## config.mk

```make
export PLATFORM = sky130hd
export DESIGN_NAME = pipelined_adder_tree
export DESIGN_NICKNAME = d
export VERILOG_FILES = /design/src/rtl/pipelined_adder_tree.sv
export SDC_FILE = /design/constraint.sdc
export NUM_CORES = 2
export LEC_CHECK = 0
export ABC_AREA = 1
export ABC_CLOCK_PERIOD_IN_PS = 2400
export CAP_MARGIN = 30
export CORE_MARGIN = 2
export CORE_UTILIZATION = 57
export CTS_CLUSTER_DIAMETER = 30
export DETAILED_ROUTE_END_ITERATION = 6
export GPL_TIMING_DRIVEN = 0
export PLACE_DENSITY = 0.91
export SLEW_MARGIN = 0
export SYNTH_ARGS = -nofsm -noshare
export SYNTH_HDL_FRONTEND = slang
export SYNTH_SLANG_ARGS = --single-unit
```

## constraint.sdc

```tcl
create_clock -name clk_i -period 2.4 [get_ports clk_i]
set_input_delay 0.36 -clock clk_i [delete_from_list [all_inputs] [get_ports clk_i]]
set_output_delay 0.36 -clock clk_i [all_outputs]
set_load 0.01 [all_outputs]
```

## src/rtl/pipelined_adder_tree.sv

```systemverilog
// Pipelined signed adder tree with multi-beat frame accumulation for SNN membrane updates.
// Define ADDER_TREE_SAT_EN to clamp the frame sum; otherwise the legacy sign+low-bits packing is used.
module pipelined_adder_tree #(
    parameter int N          = 2,
    parameter int NUM_INPUTS = 256,
    parameter int REG_EVERY  = 1,
    parameter int ACC_BITS   = 4,
    parameter int OUT_WIDTH  = 9
) (
    input  logic                    clk_i,
    input  logic                    rst_i,
    input  logic [N*NUM_INPUTS-1:0] inputs_i,
    input  logic                    valid_i,
    input  logic                    first_i,
    input  logic                    last_i,
    output logic [OUT_WIDTH-1:0]    sum_o,
    output logic                    valid_o,
    output logic                    overflow_o,
    output logic                    busy_o
);

    localparam int STAGES = $clog2(NUM_INPUTS);
    localparam int TW     = N + STAGES;
    localparam int ACC_W  = TW + ACC_BITS;

    localparam logic signed [ACC_W-1:0] SAT_MAX =
        {{(ACC_W-OUT_WIDTH+1){1'b0}}, {(OUT_WIDTH-1){1'b1}}};
    localparam logic signed [ACC_W-1:0] SAT_MIN =
        {{(ACC_W-OUT_WIDTH+1){1'b1}}, {(OUT_WIDTH-1){1'b0}}};
    localparam logic [ACC_BITS:0] CNT_LIMIT = {1'b1, {ACC_BITS{1'b0}}};

    logic [STAGES-1:0] pipe_vld;

    for (genvar s = 0; s < STAGES; s++) begin : g_stage
        localparam int  CNT    = NUM_INPUTS >> (s + 1);
        localparam int  W      = N + s + 1;
        localparam bit  IS_REG = (((s + 1) % REG_EVERY) == 0) || (s == STAGES - 1);

        logic signed [W-2:0] in_val [2*CNT];
        logic                in_vld, in_fst, in_lst;
        logic signed [W-1:0] sum_d  [CNT];
        logic signed [W-1:0] out_val [CNT];
        logic                out_vld, out_fst, out_lst;

        if (s == 0) begin : g_src
            for (genvar k = 0; k < NUM_INPUTS; k++) begin : g_elem
                assign in_val[k] = inputs_i[k*N +: N];
            end
            assign in_vld = valid_i;
            assign in_fst = first_i & valid_i;
            assign in_lst = last_i & valid_i;
        end else begin : g_chain
            for (genvar k = 0; k < 2*CNT; k++) begin : g_elem
                assign in_val[k] = g_stage[s-1].out_val[k];
            end
            assign in_vld = g_stage[s-1].out_vld;
            assign in_fst = g_stage[s-1].out_fst;
            assign in_lst = g_stage[s-1].out_lst;
        end

        // Operands are sign-extended one bit per level, so the tree never wraps.
        always_comb begin
            for (int i = 0; i < CNT; i++) begin
                sum_d[i] = W'(in_val[2*i]) + W'(in_val[2*i+1]);
            end
        end

        if (IS_REG) begin : g_reg
            logic signed [W-1:0] val_q [CNT];
            logic                vld_q, fst_q, lst_q;

            always_ff @(posedge clk_i) begin
                val_q <= sum_d;
            end

            always_ff @(posedge clk_i or posedge rst_i) begin
                if (rst_i) begin
                    vld_q <= 1'b0;
                    fst_q <= 1'b0;
                    lst_q <= 1'b0;
                end else begin
                    vld_q <= in_vld;
                    fst_q <= in_fst;
                    lst_q <= in_lst;
                end
            end

            assign out_val     = val_q;
            assign out_vld     = vld_q;
            assign out_fst     = fst_q;
            assign out_lst     = lst_q;
            assign pipe_vld[s] = vld_q;
        end else begin : g_comb
            assign out_val     = sum_d;
            assign out_vld     = in_vld;
            assign out_fst     = in_fst;
            assign out_lst     = in_lst;
            assign pipe_vld[s] = 1'b0;
        end
    end

    logic signed [TW-1:0] tree_sum;
    logic                 tree_vld, tree_fst, tree_lst;

    assign tree_sum = g_stage[STAGES-1].out_val[0];
    assign tree_vld = g_stage[STAGES-1].out_vld;
    assign tree_fst = g_stage[STAGES-1].out_fst;
    assign tree_lst = g_stage[STAGES-1].out_lst;

    logic signed [ACC_W-1:0]     acc_q, acc_d, acc_next;
    logic [ACC_BITS:0]           cnt_q, cnt_d, cnt_next;
    logic                        open_q, open_d;
    logic [OUT_WIDTH-1:0]        out_sum_q, out_sum_d, reduced;
    logic                        out_vld_q, out_vld_d;
    logic                        ovf_q, ovf_d;
    logic                        range_ovf, cnt_ovf;

    always_comb begin
        acc_next  = tree_fst ? ACC_W'(tree_sum) : acc_q + ACC_W'(tree_sum);
        cnt_next  = tree_fst ? (ACC_BITS+1)'(1)
                  : ((cnt_q == '1) ? cnt_q : cnt_q + (ACC_BITS+1)'(1));
        range_ovf = (acc_next > SAT_MAX) || (acc_next < SAT_MIN);
        cnt_ovf   = cnt_next > CNT_LIMIT;
`ifdef ADDER_TREE_SAT_EN
        if (acc_next > SAT_MAX) begin
            reduced = SAT_MAX[OUT_WIDTH-1:0];
        end else if (acc_next < SAT_MIN) begin
            reduced = SAT_MIN[OUT_WIDTH-1:0];
        end else begin
            reduced = acc_next[OUT_WIDTH-1:0];
        end
`else
        reduced = {acc_next[ACC_W-1], acc_next[OUT_WIDTH-2:0]};
`endif
        acc_d     = acc_q;
        cnt_d     = cnt_q;
        open_d    = open_q;
        out_sum_d = out_sum_q;
        ovf_d     = ovf_q;
        out_vld_d = 1'b0;
        // A closing beat publishes the frame and leaves acc/cnt cleared for the next one.
        if (tree_vld) begin
            if (tree_lst) begin
                acc_d     = '0;
                cnt_d     = '0;
                open_d    = 1'b0;
                out_sum_d = reduced;
                ovf_d     = range_ovf | cnt_ovf;
                out_vld_d = 1'b1;
            end else begin
                acc_d  = acc_next;
                cnt_d  = cnt_next;
                open_d = 1'b1;
            end
        end
    end

    always_ff @(posedge clk_i or posedge rst_i) begin
        if (rst_i) begin
            acc_q     <= '0;
            cnt_q     <= '0;
            open_q    <= 1'b0;
            out_sum_q <= '0;
            out_vld_q <= 1'b0;
            ovf_q     <= 1'b0;
        end else begin
            acc_q     <= acc_d;
            cnt_q     <= cnt_d;
            open_q    <= open_d;
            out_sum_q <= out_sum_d;
            out_vld_q <= out_vld_d;
            ovf_q     <= ovf_d;
        end
    end

    assign sum_o      = out_sum_q;
    assign valid_o    = out_vld_q;
    assign overflow_o = ovf_q;
    assign busy_o     = (|pipe_vld) | open_q | out_vld_q;

endmodule

```

==> Word level (Yosys, flattened, before mapping) <==
Index checks and enable logic that the tools add are counted.
{ "classes": {"addsub": 257, "order_cmp": 3, "n_eq_ne": 1, "muxes": 8, "bitwise": 5, "n_reduce_logical": 3} }
{ "op_table": {"columns": ["cell", "n"], "rows": [
  ["2-bit by 2-bit adder with 3-bit output", 128],
  ["3-bit by 3-bit adder with 4-bit output", 64],
  ["4-bit by 4-bit adder with 5-bit output", 32],
  ["5-bit by 5-bit adder with 6-bit output", 16],
  ["6-bit by 6-bit adder with 7-bit output", 8],
  ["7-bit by 7-bit adder with 8-bit output", 4],
  ["14-bit 2-to-1 mux", 2],
  ["8-bit by 8-bit adder with 9-bit output", 2],
  ["5-bit 2-to-1 mux", 3],
  ["14-bit by 10-bit adder with 14-bit output", 1],
  ["14-bit by 9-bit > comparator with 1-bit output (second input constant)", 1],
  ["14-bit by 9-bit less-than comparator with 1-bit output (second input constant)", 1],
  ["9-bit by 9-bit adder with 10-bit output", 1],
  ["8-bit OR reduction", 1],
  ["5-bit by 1-bit adder with 5-bit output (second input constant)", 1],
  ["5-bit == test (second input constant)", 1],
  ["5-bit > comparator (second input constant)", 1],
  ["1-bit 2-to-1 mux", 3],
  ["1-bit OR", 3],
  ["1-bit AND", 2],
  ["2-bit AND reduction", 1],
  ["1-bit logical OR", 1]
]} }
{ "totals": {"register_bits": 1067, "input_bits": 517} }

==> Longest topological paths before layout <==
{ "logic_depth": {"depth_word": 5, "ltp_mapped": 15} }

==> Least setup slack after synthesis <==
No wires, ideal clock.
{ "synth_path": {"kind": "register to register", "start": "register acc_q[0]", "end": "register ovf_q (netlist: overflow_o)", "setup_time_ps": 120, "t_arrival_ps": 1802, "required_time_ps": 2280, "slack_ps": 478, "stages_incl_launch_ff": 15, "path_buffers": 0, "path_cell_list": "dfrtp_1 -> ha_1 -> fa_1 -> nand2_2 -> nand2_1 -> nand3b_1 -> nand2_1 -> nand2_1 -> nand3_1 -> nand2_2 -> nand3_1 -> nor2_1 -> nand2_1 -> nand2_1 -> a21oi_2"} }
{ "synth_via": {"elab_chain_cells": 5} }
{ "synth_rtl": {"columns": ["element", "line", "source"], "rows": [
  ["start: declaration", "110", "logic signed [ACC_W-1:0] acc_q, acc_d, acc_next;"],
  ["start signal: assignment", "160", "acc_q <= '0;"],
  ["start signal: assignment", "167", "acc_q <= acc_d;"],
  ["14-bit by 10-bit adder with 14-bit output (*)", "119", "acc_next = tree_fst ? ACC_W'(tree_sum) : acc_q + ACC_W'(tree_sum);"],
  ["14-bit 2-to-1 mux (*)", "119", null],
  ["14-bit by 9-bit > comparator with 1-bit output or 14-bit by 9-bit less-than comparator with 1-bit output (tied branches)", "122", "range_ovf = (acc_next > SAT_MAX) || (acc_next < SAT_MIN);"],
  ["1-bit logical OR (*)", "122", null],
  ["1-bit OR (*)", "148", "ovf_d = range_ovf | cnt_ovf;"],
  ["end signal: assignment", "172", "ovf_q <= ovf_d;"],
  ["end: declaration", "115", "logic ovf_q, ovf_d;"]
]} }
Every way passes the cells marked *; elsewhere a longest branch is shown, timed or not.
A chain may end at the register's enable or synchronous reset.

==> Worst setup path in the final report <==
{ "layout_path": {"start": "register g_stage[0].g_reg.vld_q", "end": "output port busy_o"} }
{ "layout_via": {"elab_chain_cells": 3} }
{ "layout_rtl": {"columns": ["element", "line", "source"], "rows": [
  ["start: declaration", "70", "logic vld_q, fst_q, lst_q;"],
  ["start signal: assignment", "82", "vld_q <= in_vld;"],
  ["8-bit OR reduction", "179", "assign busy_o = (|pipe_vld) | open_q | out_vld_q;"],
  ["1-bit OR (2 in a row)", "179", null],
  ["end: declaration", "19", "output logic busy_o"]
]} }
Every way passes these cells.

==> results.sh <==
export IMPL_status="finished clean"
export IMPL_ant_nets=0
export IMPL_hp_class="input port to register"
export IMPL_min_period_over_period_pct=93.69
export IMPL_grt_pass1_vias=38750
export IMPL_p_comb_share_pct=33.6
export IMPL_die_area_mm2=0.08853
export IMPL_seq_area_frac_synth_pct=44.05
export IMPL_setup_ws_ps=151.4
export IMPL_reg2regPathDepth=14
export IMPL_setup_violations=0
export IMPL_worst_setup_path_end_kind="output port"
export IMPL_wl_per_cell_um=18.63
export IMPL_postCtsSetupBuffers=0
export IMPL_vias=33250
export IMPL_synth_seq_cells=1067
export IMPL_clockRootBuffer="clkbuf_16"
export IMPL_syn_area_mm2=0.04912
export IMPL_reg2reg_to="overflow_o"
export IMPL_die_y_um=297.5
export IMPL_required_ps=2040
export IMPL_avgSynthCellArea_um2=10.64
export IMPL_nets=6880
export IMPL_worst_path_max_delay_cell="dfrtp_1"
export IMPL_grt_overflow_total=0
export IMPL_arrival_ps=1890
export IMPL_power_density_mw_per_mm2=1321
export IMPL_io_buffer_count=528
export IMPL_core_mm2=0.08528
export IMPL_rsz0062_at_grt="no"
export IMPL_fin_crit_ps=2249
export IMPL_drtIter0Drc=1424
export IMPL_drc=0
export IMPL_final_cells=6647
export IMPL_p_int_mw=53.90
export IMPL_insertion_delay_ps=760
export IMPL_drv_cap=0
export IMPL_drt_wl_total_um=123800
export IMPL_synth_cell_types=38
export IMPL_swShare_pct=35.00
export IMPL_place_ws_ps=156.0
export IMPL_finalHoldViolCount=0
export IMPL_die_x_um=297.5
export IMPL_num_rows=107
export IMPL_layout_common_cells="inv_1, dfxtp_1, ha_1"
export IMPL_dp_cells=6288
export IMPL_synth_nets=6159
export IMPL_worst_setup_path_start_kind="register"
export IMPL_boundaryPins=529
export IMPL_max_freq_mhz=444.7
export IMPL_r2r_slack_ps=210
export IMPL_grt_max_degree=33
export IMPL_synthCells=4615
export IMPL_relSlewSlack_pct=60.44
export IMPL_clock_sinks=1067
export IMPL_p_clk_share_pct=34.1
export IMPL_htreeDepth=4
export IMPL_crit_start="g_stage[0].g_reg.vld_q"
export IMPL_syn2layout_area_growth_pct=27.76
export IMPL_cts_buffers_inserted=190
export IMPL_yosysWarningCount=0
export IMPL_cp_endpoint="busy_o"
export IMPL_netSwitchingPower_mw=29.02
export IMPL_final_common_cell="inv_1"
export IMPL_dr_pass1_iters=6
export IMPL_vdd_drop_max_mv=0.7504
export IMPL_hold_path_depth=1
export IMPL_slew_violations=0
export IMPL_gp_congestion=0.8931
export IMPL_via_per_inst=5.002
export IMPL_track_usage_pct=28.13
export IMPL_path_max_fanout=2
export IMPL_reg2reg_from="acc_q[0]"
export IMPL_path_clk_slew_ps=60
export IMPL_cts_tree="done"
export IMPL_grt_antenna_before_repair=3
export IMPL_grt_pass1_wl_um=196000
export IMPL_drive_above_1_share_pct=6.764
export IMPL_leakage_nw=30.62
export IMPL_cp_slowest_stage_delay_ps=410
export IMPL_report_power_total_mw=82.92
export IMPL_dp_hpwl_um=79140
export IMPL_crit_chain="nor4_2, nand4_1, dlygate4sd2_1"
export IMPL_pwr_share_seq_pct=32.3
export IMPL_worstMarginPinSlew_ps=593.4
export IMPL_start_util_pct=57.59
export IMPL_fin_skew_ps=32.76
export IMPL_clockBufferDepth=3
export IMPL_path_class="register to output port"
layout make-up:
type	instances	area (um2)
buffer	6	33.78
clock inverter	127	1634
antenna	3	7.507
sequential	1067	21640
inverter	1294	4860
clock buffer	229	5238
tap	1144	1431
fill	4751	22530
timing repair buffer	530	5314
multi-input combinational	2247	22600
worst min-delay path by stage:
stage | from | to | slack [ps]
6_report | valid_i | g_stage[0].g_reg.vld_q | 130
5_1_grt | valid_i | g_stage[0].g_reg.vld_q | 90
2_1_floorplan | g_stage[0].g_reg.fst_q | g_stage[1].g_reg.fst_q | 330
3_3_place_gp | g_stage[6].g_reg.fst_q | g_stage[7].g_reg.fst_q | 330
4_1_cts | valid_i | g_stage[0].g_reg.vld_q | 80
3_5_place_dp | g_stage[6].g_reg.lst_q | g_stage[7].g_reg.lst_q | 340
per-stage QoR:
| stage | setup TNS (ps) | hold WS (ps) | cell area (um2) | utilization, % |
|---|---|---|---|---|
| floorplan | 0 | 331.2 | 49120 | - |
| global placement | -8914 | 332.1 | 55830 | 65.47 |
| detailed placement | 0 | 336.3 | 55850 | 65.49 |
| CTS | 0 | 75.63 | 62740 | 73.57 |
| global route | 0 | 92.70 | 62750 | 73.58 |
| finish | 0 | 127.4 | 62750 | 73.58 |
layer usage:
| layer | up-vias | part of all wire, % | global-route usage [%] |
|---|---|---|---|
| met5 | - | 0 | 0 |
| met3 | 522 | 4.2 | 5.339 |
| met2 | 1126 | 55 | 54.20 |
| li1 | 15350 | - | - |
| met1 | 16252 | 34 | 26.83 |
| met4 | 0 | 6.8 | 18.64 |
power by group through the flow:
stage / sequential (mW) / combinational, mW / clock (mW)
final: 26.8 / 27.8 / 28.3
after global routing: 27.2 / 31.4 / 29.4
after CTS: 26.8 / 27.7 / 28.6
after detailed placement: 26.9 / 25.9 / 0
after global placement: 26.7 / 24.2 / 0
after floorplan: 25.8 / 18.7 / 0
critical path: cells and delay by family (launching register included):
kind | cells | cell delay (ps)
flops | 1 | 410
buf+inv | 1 | 300
simple gates | 2 | 430
registers in the layout (all words and copies together), names as in the netlist:
| name | flops |
|---|---|
| acc_q | 14 |
| cnt_q | 5 |
| g_stage.g_reg.fst_q | 8 |
| g_stage.g_reg.lst_q | 8 |
| g_stage.g_reg.val_q | 1012 |
| g_stage.g_reg.vld_q | 8 |
| open_q | 1 |
| overflow_o | 1 |
| sum_o | 9 |
| valid_o | 1 |
cell families after synthesis:
family,count (synthesis),synth area share [%]
mux,3,0.06114
buf+inv,1301,9.965
simple gates,559,4.853
compound gates,405,4.529
fa+ha+maj,1027,32.03
flops,1067,44.05
xor+xnor,253,4.511
synth_stat cells (all sizes together):
| cell | number | area share, % |
|---|---|---|
| xnor2 | 131 | 2.3 |
| nand4 | 21 | 0.27 |
| a31oi | 4 | 0.051 |
| a21oi | 116 | 1.2 |
| a21o | 3 | 0.046 |
| and2 | 3 | 0.038 |
| o22ai | 4 | 0.051 |
| xor2 | 122 | 2.2 |
| clkbuf | 4 | 0.051 |
| mux2i | 3 | 0.061 |
| dfrtp | 55 | 2.8 |
| nand3 | 131 | 1.4 |
| ha | 643 | 16 |
| a32o | 1 | 0.020 |
| nor2 | 122 | 0.96 |
| nand2 | 277 | 2.1 |
| a211oi | 7 | 0.11 |
| clkinv | 1 | 0.0076 |
| a22o | 4 | 0.071 |
| buf | 3 | 0.025 |
| inv | 1293 | 9.9 |
| nand3b | 1 | 0.015 |
| fa | 384 | 16 |
| o21bai | 6 | 0.092 |
| nor4 | 2 | 0.025 |
| or2 | 2 | 0.025 |
| o2111ai | 32 | 0.57 |
| dfxtp | 1012 | 41 |
| o21ai | 228 | 2.3 |
repair_timing:
action                                  in CTS  in global routing
endpoints found under the hold margin       23                  0
hold buffers                                 1                  0
gates resized for setup                      3                  2
cloned                                       0                  0
endpoints found under the setup margin       1                  1
pin swaps                                    0                  1
(Power assumes the default switching activity.)
